**config.mk**
```make
export PLATFORM = sky130hd
export DESIGN_NAME = hazard_ctrl_unit
export DESIGN_NICKNAME = d
export VERILOG_FILES = /design/src/rtl/hazard_ctrl_unit.sv
export SDC_FILE = /design/constraint.sdc
export NUM_CORES = 1
export LEC_CHECK = 0
export ABC_AREA = 1
export CAP_MARGIN = 20
export CORE_MARGIN = 2
export CORE_UTILIZATION = 39
export CTS_CLUSTER_SIZE = 12
export DETAILED_ROUTE_END_ITERATION = 10
export MAX_ROUTING_LAYER = met4
export PLACE_DENSITY = 0.71
export SYNTH_ARGS = -nofsm -noshare
export SYNTH_HDL_FRONTEND = slang
export SYNTH_SLANG_ARGS = --single-unit
```
**constraint.sdc**
```tcl
create_clock -name Clk -period 2 [get_ports Clk]
set_clock_uncertainty 0.15 [all_clocks]
set_input_delay 0.4 -clock Clk [delete_from_list [all_inputs] [get_ports Clk]]
set_output_delay 0.4 -clock Clk [all_outputs]
set_load 0.01 [all_outputs]
```
**src/rtl/hazard_ctrl_unit.sv**
```systemverilog
// hazard_ctrl_unit: load-use / MDU stall and branch-redirect controller for the 5-stage MIPS pipeline.
// Optional feature macro: HAZARD_MDU_EN builds the multi-cycle MDU sequencer (FSM + down-counter).
// Ports:
//   Clk, Rst                   clock (rising edge), asynchronous active-high reset
//   ID_Rs, ID_Rt               source registers of the ID instruction
//   ID_UsesRs, ID_UsesRt       ID instruction actually reads Rs / Rt
//   ID_IsMdu, ID_ReadsHiLo     ID instruction is MULT/DIV family / MFHI/MFLO
//   EX_MemRead, EX_Rd          EX instruction is a load, and its destination
//   EX_BranchTaken, EX_Jump    control transfer resolved in EX
//   PCWrite, IFIDWrite         front-end register enables
//   IFIDFlush, IDEXBubble      squash IF/ID, insert NOP into ID/EX
//   MduStart                   launch the MDU this cycle
//   MduBusy                    registered, MDU running
//   StallCount                 registered, saturating stall-cycle counter
module hazard_ctrl_unit #(
    parameter int MDU_LATENCY = 4
) (
    input  logic        Clk,
    input  logic        Rst,
    input  logic [4:0]  ID_Rs,
    input  logic [4:0]  ID_Rt,
    input  logic        ID_UsesRs,
    input  logic        ID_UsesRt,
    input  logic        ID_IsMdu,
    input  logic        ID_ReadsHiLo,
    input  logic        EX_MemRead,
    input  logic [4:0]  EX_Rd,
    input  logic        EX_BranchTaken,
    input  logic        EX_Jump,
    output logic        PCWrite,
    output logic        IFIDWrite,
    output logic        IFIDFlush,
    output logic        IDEXBubble,
    output logic        MduStart,
    output logic        MduBusy,
    output logic [15:0] StallCount
);
    logic load_use, mdu_haz, redirect, stall;
    assign load_use = EX_MemRead && (EX_Rd != 5'd0) &&
                      ((ID_UsesRs && ID_Rs == EX_Rd) || (ID_UsesRt && ID_Rt == EX_Rd));
    assign redirect = EX_BranchTaken || EX_Jump;
    // The ID instruction is on the wrong path when redirecting, so a flush beats a stall.
    assign stall      = (load_use || mdu_haz) && !redirect;
    assign PCWrite    = !stall;
    assign IFIDWrite  = !stall;
    assign IFIDFlush  = redirect;
    assign IDEXBubble = redirect || stall;
`ifdef HAZARD_MDU_EN
    typedef enum logic {IDLE, RUN} state_t;
    state_t     state, state_nx;
    logic [3:0] cnt, cnt_nx;
    always_ff @(posedge Clk or posedge Rst) begin
        if (Rst) begin
            state <= IDLE;
            cnt   <= 4'd0;
        end else begin
            state <= state_nx;
            cnt   <= cnt_nx;
        end
    end
    // A redirect never aborts RUN: the running op is older than the branch.
    always_comb begin
        state_nx = state;
        cnt_nx   = cnt;
        MduStart = ID_IsMdu && (state == IDLE) && !load_use && !redirect;
        if (state == IDLE) begin
            if (MduStart) begin
                state_nx = RUN;
                cnt_nx   = 4'(MDU_LATENCY - 1);
            end
        end else if (cnt != 4'd0) begin
            cnt_nx = cnt - 4'd1;
        end else begin
            state_nx = IDLE;
        end
    end
    assign MduBusy = (state == RUN);
    assign mdu_haz = MduBusy && (ID_IsMdu || ID_ReadsHiLo);
`else
    // Single-cycle multiplier in EX: MDU hints are irrelevant.
    logic unused_mdu;
    assign unused_mdu = ID_IsMdu ^ ID_ReadsHiLo;
    assign MduStart   = 1'b0;
    assign MduBusy    = 1'b0;
    assign mdu_haz    = 1'b0;
`endif
    always_ff @(posedge Clk or posedge Rst) begin
        if (Rst)
            StallCount <= 16'd0;
        else if (stall && StallCount != 16'hFFFF)
            StallCount <= StallCount + 16'd1;
    end
endmodule
```
==> impl_metrics.yaml <==
sta:
  fin_crit_sh_pct: 96.1
  final-max-slew-violation-count: 0
  max_freq_ghz: 0.520
  finalHoldViolCount: 0
  setup_viol: 0
  setup_tns_ps: 0
  rsz0062_at_grt: "no"
  min_period_ps: 1920
clocking:
  root_buffer: "clkbuf_4"
  clk_path_buf_depth: 2
  cts_hold_buf: 0
  insertion_delay_ps: 300
  cts_num_sinks: 16
  cts_tree: "yes"
  cts_max_level: 1
  cts_made_buffers: 3
  clk_pin_slew_worst_paths_ps: 100
final_layout:
  seq_area_um2: 400
  largest_reg_flops: 16
  synthToLayoutAreaGrowth_pct: 41.7
  regMostFlops: "StallCount"
  top_regs: "StallCount x16"
  fin_util_pct: 56.7
  instances_no_fill: 300
  nNetsFinal: 280
  multi_input_area_um2: 764
  fillers: 358
  drive_above_1_share_pct: 17.7
  antennaDiodeCount: 0
drt:
  drtIter0Drc: 25
  ant_nets: 0
  routed_wl_um: 2910
  post_drt_wl_per_cell_um: 9.70
  drcViolationCount: 0
  routed_via_density: 4.32
  drt-pass1-iter-count: 4
  via_count: 1297
setup_path:
  rrSetupSlack_ps: 250
  worst-path-buf-inv: 1
  max_stage_delay_ps: 580
  cp_max_fo: 8
  worstSetupPathType: "reg -> out"
  worstPathRequired_ps: 1450
  crit_family: "buffers and inverters"
  startpoint_type: "flop"
  r2r_start: "StallCount[1]"
  r2r_cells: 9
  cp_slowest_cell: "clkdlybuf4s50_1"
  timing.rr.end: "StallCount[13]"
  worstPathCellList: "clkdlybuf4s50_1"
  worstPathArrival_ps: 1370
  cp-end-kind: "output port"
flow_run:
  maxCapViolCount: 0
floorplanning:
  die_w_um: 62.3
  dieArea_um2: 3880
  rows: 21
  io_pins: 46
  coreArea_um2: 3310
  dieHeight_um: 62.3
  start_util_pct: 40.0
power_and_ir_drop:
  power_density_nw_per_um2: 375
  power_leakage_nw: 0.952
  ir_worst_vdd_mv: 0.330
  p_total_mw: 0.704
logic_synthesis:
  syn_inst: 200
  ys_warn_count: 0
  netlist_area_um2: 1330
  yosysUniqueCellTypes: 22
  ys_seq_elements: 16
  syn_avg_cell_area_um2: 6.63
  yosysSeqAreaShare_pct: 30.2
placed_design:
  gp_congestion: 0.847
  numPlacedInstances: 293
  hpwl_um: 2270
  io_buffers: 41
worst_hold_path:
  hold_class: "in -> async"
global_routing:
  grt-ovfl-total: 0
  grt_pass1_wl_um: 5210
  antenna_found_initial: 0
  grt_pass1_vias: 1187
  track_usage_pct: 16.9
  grt_max_degree: 17
outcome:
  outcome: "finished clean"
[through the flow]
stage | area [µm²] | hold WS, ps | setup slack [ps]
floorplan | 1330 | 164 | 213
global placement | 1830 | 356 | -587
detailed placement | 1830 | 360 | -575
CTS | 1860 | 247 | 10.1
global route | 1880 | 279 | 7.86
finish | 1880 | 241 | 78.1
[cells in the final DEF (no fill, tap or decap)]
master / n
nand2_1: 79
inv_1: 23
clkdlybuf4s50_1: 20
dfrtp_1: 16
nor2_1: 15
dlygate4sd2_1: 13
buf_4: 13
nand2_2: 12
nand3_1: 9
xor2_1: 9
nand4_1: 6
inv_2: 5
xnor2_1: 5
nor3_1: 4
clkbuf_4: 3
clkdlybuf4s15_1: 3
nor3_2: 2
nor2_4: 2
conb_1: 2
dlymetal6s2s_1: 2
buf_6: 2
nor2_2: 1
o21ai_0: 1
nand3_4: 1
nand4_2: 1
nand3b_1: 1
ha_1: 1
clkbuf_8: 1
buf_2: 1
buf_12: 1
[worst max-delay path by stage]
| stage | start | to | slack (ps) | depth (start not counted) |
|---|---|---|---|---|
| after floorplan | StallCount[0] | StallCount[15] | 210 | 9 |
| after global placement | EX_Rd[1] | IDEXBubble | -590 | 10 |
| after global routing | ID_Rt[2] | IDEXBubble | 8 | 10 |
| after detailed placement | EX_Rd[0] | IDEXBubble | -570 | 10 |
| final | StallCount[2] | StallCount[2] | 80 | 1 |
| after CTS | ID_UsesRs | IDEXBubble | 10 | 8 |
[cells in the mapped netlist (all sizes together)]
cell    count  area share (%)
nand2      91              28
inv        28             7.9
nor2       18             6.2
dfrtp      16              30
nand3      10             4.7
xor2        9             5.9
nand4       7             3.8
buf         6             4.6
nor3        6             3.0
xnor2       5             3.3
conb        1            0.28
ha          1            0.94
nand3b      1            0.57
o21ai       1            0.38
[metal layers]
layer	part of all wire [%]	GRT usage, %
met5	0	-
met4	1.3	5.00
met3	4.4	3.44
met2	45	27.7
met1	49	21.3
[cell type report]
cell class,count,area share (%)
Sequential cell,16,21.3
Timing Repair Buffer,55,27.4
Clock buffer,4,1.93
Multi-Input combinational cell,151,40.7
Inverter,28,5.60
Tap cell,46,3.06
[report_power, final]
part / switching (mW) / leakage (nW) / total (mW) / internal (mW)
registers: 0.00597 / 0.222 / 0.337 / 0.331
logic: 0.0708 / 0.709 / 0.149 / 0.0779
clock network: 0.108 / 0.0210 / 0.219 / 0.111
total: 0.185 / 0.952 / 0.704 / 0.520
[timing repair]
action                     in CTS  in global routing
buffers inserted                2                  1
pin swaps                       7                  4
resized for setup              31                  7
setup endpoints to repair       4                 19
gates cloned                    0                  0
[logic make-up after synthesis]
group,after synthesis,share of synthesized area [%]
and+or+nand+nor,133,46.4
other,1,0.283
adders and majority gates,1,0.944
AOI/OAI and AO/OA,1,0.377
buffers and inverters,34,12.6
xor gates and xnor gates,14,9.25
DFF,16,30.2
(Power assumes the default switching activity.)
